==> config.mk <==
export PLATFORM = sky130hd
export DESIGN_NAME = reg_op_sequencer_flat
export DESIGN_NICKNAME = d
export VERILOG_FILES = /design/src/rtl/reg_op_sequencer_if.sv /design/src/rtl/reg_op_sequencer.sv /design/src/flat_wrapper.sv
export SDC_FILE = /design/constraint.sdc
export NUM_CORES = 1
export LEC_CHECK = 0
export CAP_MARGIN = 20
export CORE_ASPECT_RATIO = 0.6
export CORE_UTILIZATION = 40
export DETAILED_ROUTE_END_ITERATION = 6
export GPL_TIMING_DRIVEN = 0
export HOLD_SLACK_MARGIN = 0.12
export PLACE_DENSITY = 0.69
export RECOVER_POWER = 100
export SLEW_MARGIN = 10
export SYNTH_ARGS = -nofsm -noshare
export SYNTH_HDL_FRONTEND = slang
export SYNTH_SLANG_ARGS = --single-unit
==> constraint.sdc <==
create_clock -name clk -period 2 [get_ports clk]
set_input_delay 0.6 -clock clk [delete_from_list [all_inputs] [get_ports clk]]
set_output_delay 0.6 -clock clk [all_outputs]
set_load 0.01 [all_outputs]
==> src/rtl/reg_op_sequencer_if.sv <==
// Command channel into the register op sequencer.
// Valid/ready handshake carrying opcode, load data and shift count.
interface reg_op_sequencer_if #(
    parameter int WIDTH = 4,
    parameter int CNT_W = 3
);
    logic             cmd_valid;
    logic             cmd_ready;
    logic [1:0]       cmd_op;
    logic [WIDTH-1:0] cmd_data;
    logic [CNT_W-1:0] cmd_count;

    modport master (
        output cmd_valid,
        output cmd_op,
        output cmd_data,
        output cmd_count,
        input  cmd_ready
    );

    modport slave (
        input  cmd_valid,
        input  cmd_op,
        input  cmd_data,
        input  cmd_count,
        output cmd_ready
    );
endinterface

==> src/rtl/reg_op_sequencer.sv <==
// Sequences LOAD/INVERT/SHIFT commands into a 4-bit operate-and-load
// register, feeding reg_q back for multi-cycle shifts.
module reg_op_sequencer #(
    parameter int WIDTH = 4,
    parameter int CNT_W = 3
) (
    input  logic               clk,
    input  logic               reset,
    reg_op_sequencer_if.slave  cmd,
    input  logic [WIDTH-1:0]   reg_q,
    output logic [WIDTH-1:0]   reg_i,
    output logic [1:0]         reg_j,
    output logic               reg_load,
    output logic               busy,
    output logic               done
);
    typedef enum logic [1:0] {
        S_IDLE,
        S_EXEC,
        S_DONE
    } state_t;

    localparam logic [1:0] OP_LOAD = 2'b00;

    state_t           r_state;
    logic [1:0]       r_op;
    logic [WIDTH-1:0] r_data;
    logic [CNT_W-1:0] r_rem;
    logic             r_ready;
    logic             r_busy;
    logic             r_done;
    logic             r_load;
    logic [1:0]       r_j;

    logic [CNT_W-1:0] w_rem_new;
    logic [WIDTH-1:0] w_reg_i;

    // Shifts run cmd_count cycles; LOAD and INVERT always take one.
    assign w_rem_new = cmd.cmd_op[1] ? cmd.cmd_count : CNT_W'(1);

    always_ff @(posedge clk) begin
        if (!reset) begin
            r_state <= S_IDLE;
            r_op    <= '0;
            r_data  <= '0;
            r_rem   <= '0;
            r_ready <= 1'b1;
            r_busy  <= 1'b0;
            r_done  <= 1'b0;
            r_load  <= 1'b0;
            r_j     <= '0;
        end else begin
            unique case (r_state)
                S_IDLE: begin
                    if (cmd.cmd_valid) begin
                        r_op    <= cmd.cmd_op;
                        r_data  <= cmd.cmd_data;
                        r_rem   <= w_rem_new;
                        r_ready <= 1'b0;
                        r_busy  <= 1'b1;
                        if (w_rem_new != '0) begin
                            r_state <= S_EXEC;
                            r_load  <= 1'b1;
                            r_j     <= cmd.cmd_op;
                        end else begin
                            r_state <= S_DONE;
                            r_done  <= 1'b1;
                        end
                    end
                end
                S_EXEC: begin
                    if (r_rem == CNT_W'(1)) begin
                        r_state <= S_DONE;
                        r_load  <= 1'b0;
                        r_j     <= '0;
                        r_done  <= 1'b1;
                    end else begin
                        r_rem <= r_rem - CNT_W'(1);
                    end
                end
                S_DONE: begin
                    r_state <= S_IDLE;
                    r_done  <= 1'b0;
                    r_busy  <= 1'b0;
                    r_ready <= 1'b1;
                end
                default: begin
                    r_state <= S_IDLE;
                    r_load  <= 1'b0;
                    r_j     <= '0;
                    r_done  <= 1'b0;
                    r_busy  <= 1'b0;
                    r_ready <= 1'b1;
                end
            endcase
        end
    end

    // Only reg_i sees reg_q combinationally, and only while loading.
    always_comb begin
        w_reg_i = '0;
        if (r_load) begin
            w_reg_i = (r_op == OP_LOAD) ? r_data : reg_q;
        end
    end

    assign reg_i         = w_reg_i;
    assign reg_j         = r_j;
    assign reg_load      = r_load;
    assign busy          = r_busy;
    assign done          = r_done;
    assign cmd.cmd_ready = r_ready;
endmodule

==> src/flat_wrapper.sv <==
// flat-port wrapper written by rule: the top's interface ports become plain ports
module reg_op_sequencer_flat 
#(
    parameter int WIDTH = 4,
    parameter int CNT_W = 3
)
  (clk, reset, reg_q, reg_i, reg_j, reg_load, busy, done, cmd_cmd_valid, cmd_cmd_op, cmd_cmd_data, cmd_cmd_count, cmd_cmd_ready);
  reg_op_sequencer_if #(.WIDTH(WIDTH), .CNT_W(CNT_W)) cmd_i ();
  input  logic clk;
  input  logic reset;
  input  logic [WIDTH-1:0] reg_q;
  output logic [WIDTH-1:0] reg_i;
  output logic [1:0] reg_j;
  output logic reg_load;
  output logic busy;
  output logic done;
  input wire logic [$bits(cmd_i.cmd_valid)-1:0] cmd_cmd_valid;
  input wire logic [$bits(cmd_i.cmd_op)-1:0] cmd_cmd_op;
  input wire logic [$bits(cmd_i.cmd_data)-1:0] cmd_cmd_data;
  input wire logic [$bits(cmd_i.cmd_count)-1:0] cmd_cmd_count;
  output wire logic [$bits(cmd_i.cmd_ready)-1:0] cmd_cmd_ready;
  assign cmd_i.cmd_valid = cmd_cmd_valid;
  assign cmd_i.cmd_op = cmd_cmd_op;
  assign cmd_i.cmd_data = cmd_cmd_data;
  assign cmd_i.cmd_count = cmd_cmd_count;
  assign cmd_cmd_ready = cmd_i.cmd_ready;
  reg_op_sequencer #(.WIDTH(WIDTH), .CNT_W(CNT_W)) u_core (.clk(clk), .reset(reset), .cmd(cmd_i), .reg_q(reg_q), .reg_i(reg_i), .reg_j(reg_j), .reg_load(reg_load), .busy(busy), .done(done));
endmodule
### Word-level counts from Yosys, hierarchy flattened

Cells that the tools add are included.
Widths: inputs -> output; s select.

| word-level totals | value |
|---|---|
| output and inout port bits | 10 |
| RAM bits | 0 |
| bits in registers | 17 |
| latch bits | 0 |
| memory bits (read-only) | 0 |
| logic and storage cells | 56 |
| input bits | 16 |
| memories | 0 |

| cells by class | value |
|---|---|
| shift operators | 0 |
| muxes and demuxes | 26 |
| equality and inequality tests | 8 |
| multiply operators | 0 |
| order comparisons | 0 |
| bitwise gates (word level) | 2 |
| reductions and logical operators | 10 |
| div/mod/pow operators | 0 |
| $add $sub $neg | 1 |

Operators by type and width:

| operator | count |
|---|---|
| $mux 2 | 6 |
| $mux 3 | 3 |
| $mux 1 | 8 |
| $mux 4 | 2 |
| $ne 2x2->1 const B | 3 |
| $pmux 1 s2 | 3 |
| $pmux 2 s3 | 1 |
| $pmux 3 s2 | 1 |
| $reduce_and 2->1 | 3 |
| $reduce_and 3->1 | 2 |
| $logic_not 2->1 | 2 |
| $ne 2x1->1 const B | 2 |
| $pmux 2 s2 | 1 |
| $reduce_and 4->1 | 1 |
| $eq 3x1->1 const B | 1 |
| $pmux 1 s3 | 1 |
| $reduce_bool 3->1 | 1 |
| $sub 3x1->3 const B | 1 |
| $eq 2x1->1 const B | 1 |
| $eq 2x2->1 const B | 1 |
| $not 1->1 | 2 |
| $reduce_bool 2->1 | 1 |

### Logic depth before layout (Yosys ltp)

| depth | value |
|---|---|
| depth in word-level cells | 5 |
| gate-level depth with buffers | 6 |
| depth with buffers taken out | 6 |

### Worst setup path before layout

No wires, ideal clock.

| timing | value |
|---|---|
| path type | input to output |
| start point | input port reg_q[0] |
| end point | output port reg_i[0] |
| arrival time | 0.962 ns |
| cell stages on the path | 2 |
| data required time | 1.400 ns |
| slack | 0.438 ns |
| buffers on the path | 0 |
| cells stage by stage | o21ai_0 > a21boi_0 |

| on the way | value |
|---|---|
| longest elaborated chain between the ends | 2 |

RTL lines:

| what | line | source |
|---|---|---|
| start, declared | flat_wrapper.sv:11 | `input logic [WIDTH-1:0] reg_q;` |
| $mux 4 | reg_op_sequencer.sv:103 | `w_reg_i = (r_op == OP_LOAD) ? r_data : reg_q;` |
| $mux 4 | reg_op_sequencer.sv:102 | `if (r_load) begin` |
| end, declared | flat_wrapper.sv:12 | `output logic [WIDTH-1:0] reg_i;` |

No other way between the ends.

### Final worst setup path

| timing | value |
|---|---|
| start point | input port cmd_cmd_op[1] |
| end point | register u_core.r_load (netlist: u_core.reg_load) |

| on the way | value |
|---|---|
| longest elaborated chain between the ends | 4 |

RTL lines:

| what | line | source |
|---|---|---|
| start, declared | flat_wrapper.sv:18 | `input wire logic [$bits(cmd_i.cmd_op)-1:0] cmd_cmd_op;` |
| $mux 3 | reg_op_sequencer.sv:39 | `assign w_rem_new = cmd.cmd_op[1] ? cmd.cmd_count : CNT_W'(1);` |
| $reduce_bool 3->1 | reg_op_sequencer.sv:61 | `if (w_rem_new != '0) begin` |
| $ne 2x1->1 (no line) | n/a |  |
| $reduce_and 4->1 (no line) | n/a |  |
| end signal, assigned | reg_op_sequencer.sv:50 | `r_load <= 1'b0;` |
| end signal, assigned | reg_op_sequencer.sv:63 | `r_load <= 1'b1;` |
| end signal, assigned | reg_op_sequencer.sv:74 | `r_load <= 1'b0;` |
| end, declared | reg_op_sequencer.sv:32 | `logic r_load;` |

No other way between the ends.
A chain may end at the register's enable or synchronous reset.

==> metrics.md <==
| Metric | Value |
|---|---|
| R2r setup slk | `between 0.4 and 0.5 ns` |
| FF+latch area | `around 340 um^2` |
| Clock share of power | `0.287` |
| Total GRT Usage | `0.1811` |
| Starting Density | `0.4523` |
| DIE WIDTH | `62.88 um` |
| DP Cell Count | `~150` |
| Data arrival, critical path | `2.06 ns` |
| Worst setup margin | `roughly 0.084 ns` |
| Pre-antenna DRT Iters | `4` |
| Die Y | `38.53 um` |
| Largest cells by area after synthesis | `dfxtp_1, mux2i_1, nor2b_1` |
| CP Capture Type | `register` |
| Hold Vio Cnt, Final | `0` |
| DR WL/cell | `12.90 um` |
| Sequential area share after synthesis | `0.3826` |
| Ys flop type | `dfxtp_1` |
| CP startpoint | `cmd_cmd_op[1]` |
| Cell Pwr Density | `744.6 nW/um^2` |
| RSZ-0062 raised after global routing | `no` |
| Compound-Gate Fraction of Synth Area | `0.1913` |
| Post-layout min period | `1.916 ns` |
| Row Count | `12` |
| CP Class | `input port to register` |
| Sequential Power Share | `0.452` |
| Clk_skew | `roughly 0.0013 ns` |
| Residual DRC | `0` |
| DIE AREA | `about 2400 um^2` |
| Largest family of logic cells by synthesized area | `simple AND/OR/NAND/NOR gates` |
| YS warnings | `0` |
| Layout Utilization | `0.6043` |
| Worst-skew pair later-pin latency | `0.25 ns` |
| H-tree Lvls | `1` |
| Routed WL | `1974 um` |
| ANT cells | `0` |
| Largest net degree at the start of global routing | `11` |
| Clk buf depth | `2` |
| Final Max Tran Viols | `0` |
| Design area | `1189 um^2` |
| Placer Congestion | `0.7386` |
| Power, Total | `885.1 uW` |
| Cell accounting for the most synthesized area | `dfxtp_1` |
| Post-synth EDFFs | `0` |
| Gate Count Post-Synth | `97` |
| Setup Viol. Count Final | `0` |
| Vias per inst | `4.922` |
| Comb pwr share | `0.261` |
| CTS tree | `yes` |
| # hold bufs at CTS | `0` |
| Crit-path slowest cell | `dlygate4sd3_1` |
| Worst hold path type | `register to register` |
| CP top delay family | `simple AND/OR/NAND/NOR gates` |
| Switching pwr | `249.0 uW` |
| First-pass GRT wire length | `3222 um` |
| Critical path endpoint | `u_core.reg_load$_SDFFE_PN0P_` |
| Startpoint Class | `input port` |
| Synth Area in Simple Gates | `0.2363` |
| Post-DRT Antenna Nets | `0` |
| CTS root buf | `clkbuf_8` |
| Levels on crit path | `5` |
| P_int | `around 640 uW` |
| Fill count | `177` |
| # IOs | `26` |
| # Max-Cap Violations | `0` |
| Unique masters post-synth | `31` |
| Number of global-route vias before repair | `667` |
| Fraction of the mapped netlist area in adder cells | `0.02813` |
| Layout Nets | `144` |
| Initial antenna violation count | `0` |
| HPWL after DPL | `1467 um` |
| Syn avg cell area | `slightly above 9 um^2` |
| CTS clock-pin slew for the worst setup and hold paths | `around 0.060 ns` |
| Static leakage | `roughly 0.52 nW` |
| Largest stage delay, worst path | `0.66 ns` |
| Outcome | `complete, no violations` |
| Multiplexer share of the synthesized area | `0.1013` |
| Async set-or-reset flop fraction in the synthesized netlist | `0` |
| Multi-input logic area | `about 490 um^2` |
| DR iter-0 viols | `36` |
| Worst Max-Slew Pin Slew | `0.3962 ns` |
| TritonCTS Buffers | `3` |
| Switching part of the total | `0.2814` |
| WHS | `0.4457 ns` |
| Max VDD drop | `0.4571 mV` |
| Total grt overflow | `0` |
| Layout area overhead | `33.61%` |
| Total negative slack | `0 ns` |
| Syn Nets | `115` |
| CP Cell Sequence | `dlygate4sd3_1, nor4b_2, and2b_1, a21oi_1, nor2b_1` |
| Synth Area in XOR/XNOR | `0` |
| Worst Reg-to-Reg Cells | `5` |
| Place WS | `-0.4572 ns` |
| Share of the synthesized area in the top cell type | `0.3826` |
| CTS Sinks | `17` |
| Final Non-Filler Cells | `153` |
| Worst rel slew slack | `0.7359` |
| WP buf/inv | `1` |
| Crit Path Max Fanout | `6` |
| Worst path required time | `2.14 ns` |
| FMAX | `0.5219 GHz` |
| Reg2reg end | `u_core.r_rem[2]$_SDFFE_PN0P_` |
| Via Count | `753` |
| Post-Syn Area | `889.6 um^2` |
| Worst r2r src | `u_core.r_rem[0]$_SDFFE_PN0P_` |
| Layout cells sized above 1 | `0.08800` |
| Final worst-path cycle share | `0.9581` |
| Number of buffers inserted by port buffering | `24` |
| Core Box Area | `1967 um^2` |
| Placed Instance Area | `approximately 1200 um^2` |
| Count of state elements after synthesis | `17` |
worst register-to-register path: stages (launching register included):
cell	delay [ns]
dfxtp_1	0.35
ha_1	0.20
nor2b_1	0.19
a211oi_4	0.38
o21ai_0	0.15
a32o_1	0.21
synthesized netlist by cell type, types with 2 or more instances:
cell type	count
a21boi_0	4
a21oi_1	2
buf_4	2
dfxtp_1	17
ha_1	2
inv_1	5
mux2i_1	9
nand2_1	8
nand2b_1	4
nand3_1	5
nor2_1	5
nor2b_1	8
o211a_1	2
o211ai_1	2
o21ai_0	6
kinds of logic (layout without fill, tap and decap cells):
logic type | after synthesis | after routing
simple gates | 36 | 36
compound gates | 23 | 23
flops | 17 | 17
buf+inv | 10 | 38
mux | 9 | 9
fa+ha+maj | 2 | 2
registers in the layout (all words and copies together), names as in the netlist:
register              cells
u_core.reg_load           1
u_core.reg_j              2
u_core.r_rem              3
u_core.busy               1
u_core.r_state            2
u_core.r_op               2
u_core.r_data             4
u_core.cmd.cmd_ready      1
u_core.done               1
layer usage:
metal | wire [um] | vias to the layer above | part of all wire | GRT usage
met3 | 92 | 3 | 0.047 | 0.05952
met1 | 1043 | 346 | 0.53 | 0.2446
met2 | 823 | 14 | 0.42 | 0.2742
met4 | 14 | 0 | 0.0071 | 0.05233
met5 | 0 | - | 0 | 0
li1 | - | 390 | - | -
power groups by stage:
stage	clock network, mW	logic (mW)	registers, mW
final	0.254	0.231	0.400
after global routing	0.275	0.255	0.405
after floorplan	0	0.149	0.406
after CTS	0.261	0.243	0.401
after detailed placement	0	0.244	0.407
after global placement	0	0.239	0.405
cell type report:
class                      instances  area share
sequential                        17      0.2863
clock buffer                       4     0.03789
multi-input combinational         70      0.4116
inverter                           5     0.01579
tap                               28     0.02947
buffer                             5     0.02947
timing repair buffer              24      0.1895
cells in the final DEF (no fill, tap or decap), types with 2 or more instances in the layout:
cell             count
a21boi_1             4
a21oi_1              2
and2b_1              2
buf_4                2
clkbuf_1             6
clkbuf_8             3
clkdlybuf4s50_1      8
dfxtp_1             17
dlygate4sd3_1        8
dlymetal6s2s_1       4
ha_1                 2
inv_1                5
mux2i_1              9
nand2_1              8
nand2b_1             4
nand3_1              5
nor2_1               5
nor2b_1              8
o211a_1              2
o211ai_1             2
o21ai_0              3
o21ai_1              4
what timing repair did:
action / in CTS / in global routing
resized for setup: 22 / 6
endpoints found under the setup margin: 4 / 4
pin swaps: 4 / 4
setup buffers: 0 / 0
worst min path at each step:
stage	start	end	slack [ns]	cells after the start
after floorplan	u_core.done$_SDFFE_PN0P_	u_core.done$_SDFFE_PN0P_	0.47	2
final	u_core.done$_SDFFE_PN0P_	u_core.done$_SDFFE_PN0P_	0.45	2
after CTS	u_core.done$_SDFFE_PN0P_	u_core.done$_SDFFE_PN0P_	0.45	2
after global routing	u_core.done$_SDFFE_PN0P_	u_core.done$_SDFFE_PN0P_	0.49	2
after detailed placement	u_core.done$_SDFFE_PN0P_	u_core.done$_SDFFE_PN0P_	0.43	2
after global placement	u_core.done$_SDFFE_PN0P_	u_core.done$_SDFFE_PN0P_	0.43	2
Note: power is estimated with default switching activity, not from simulation.
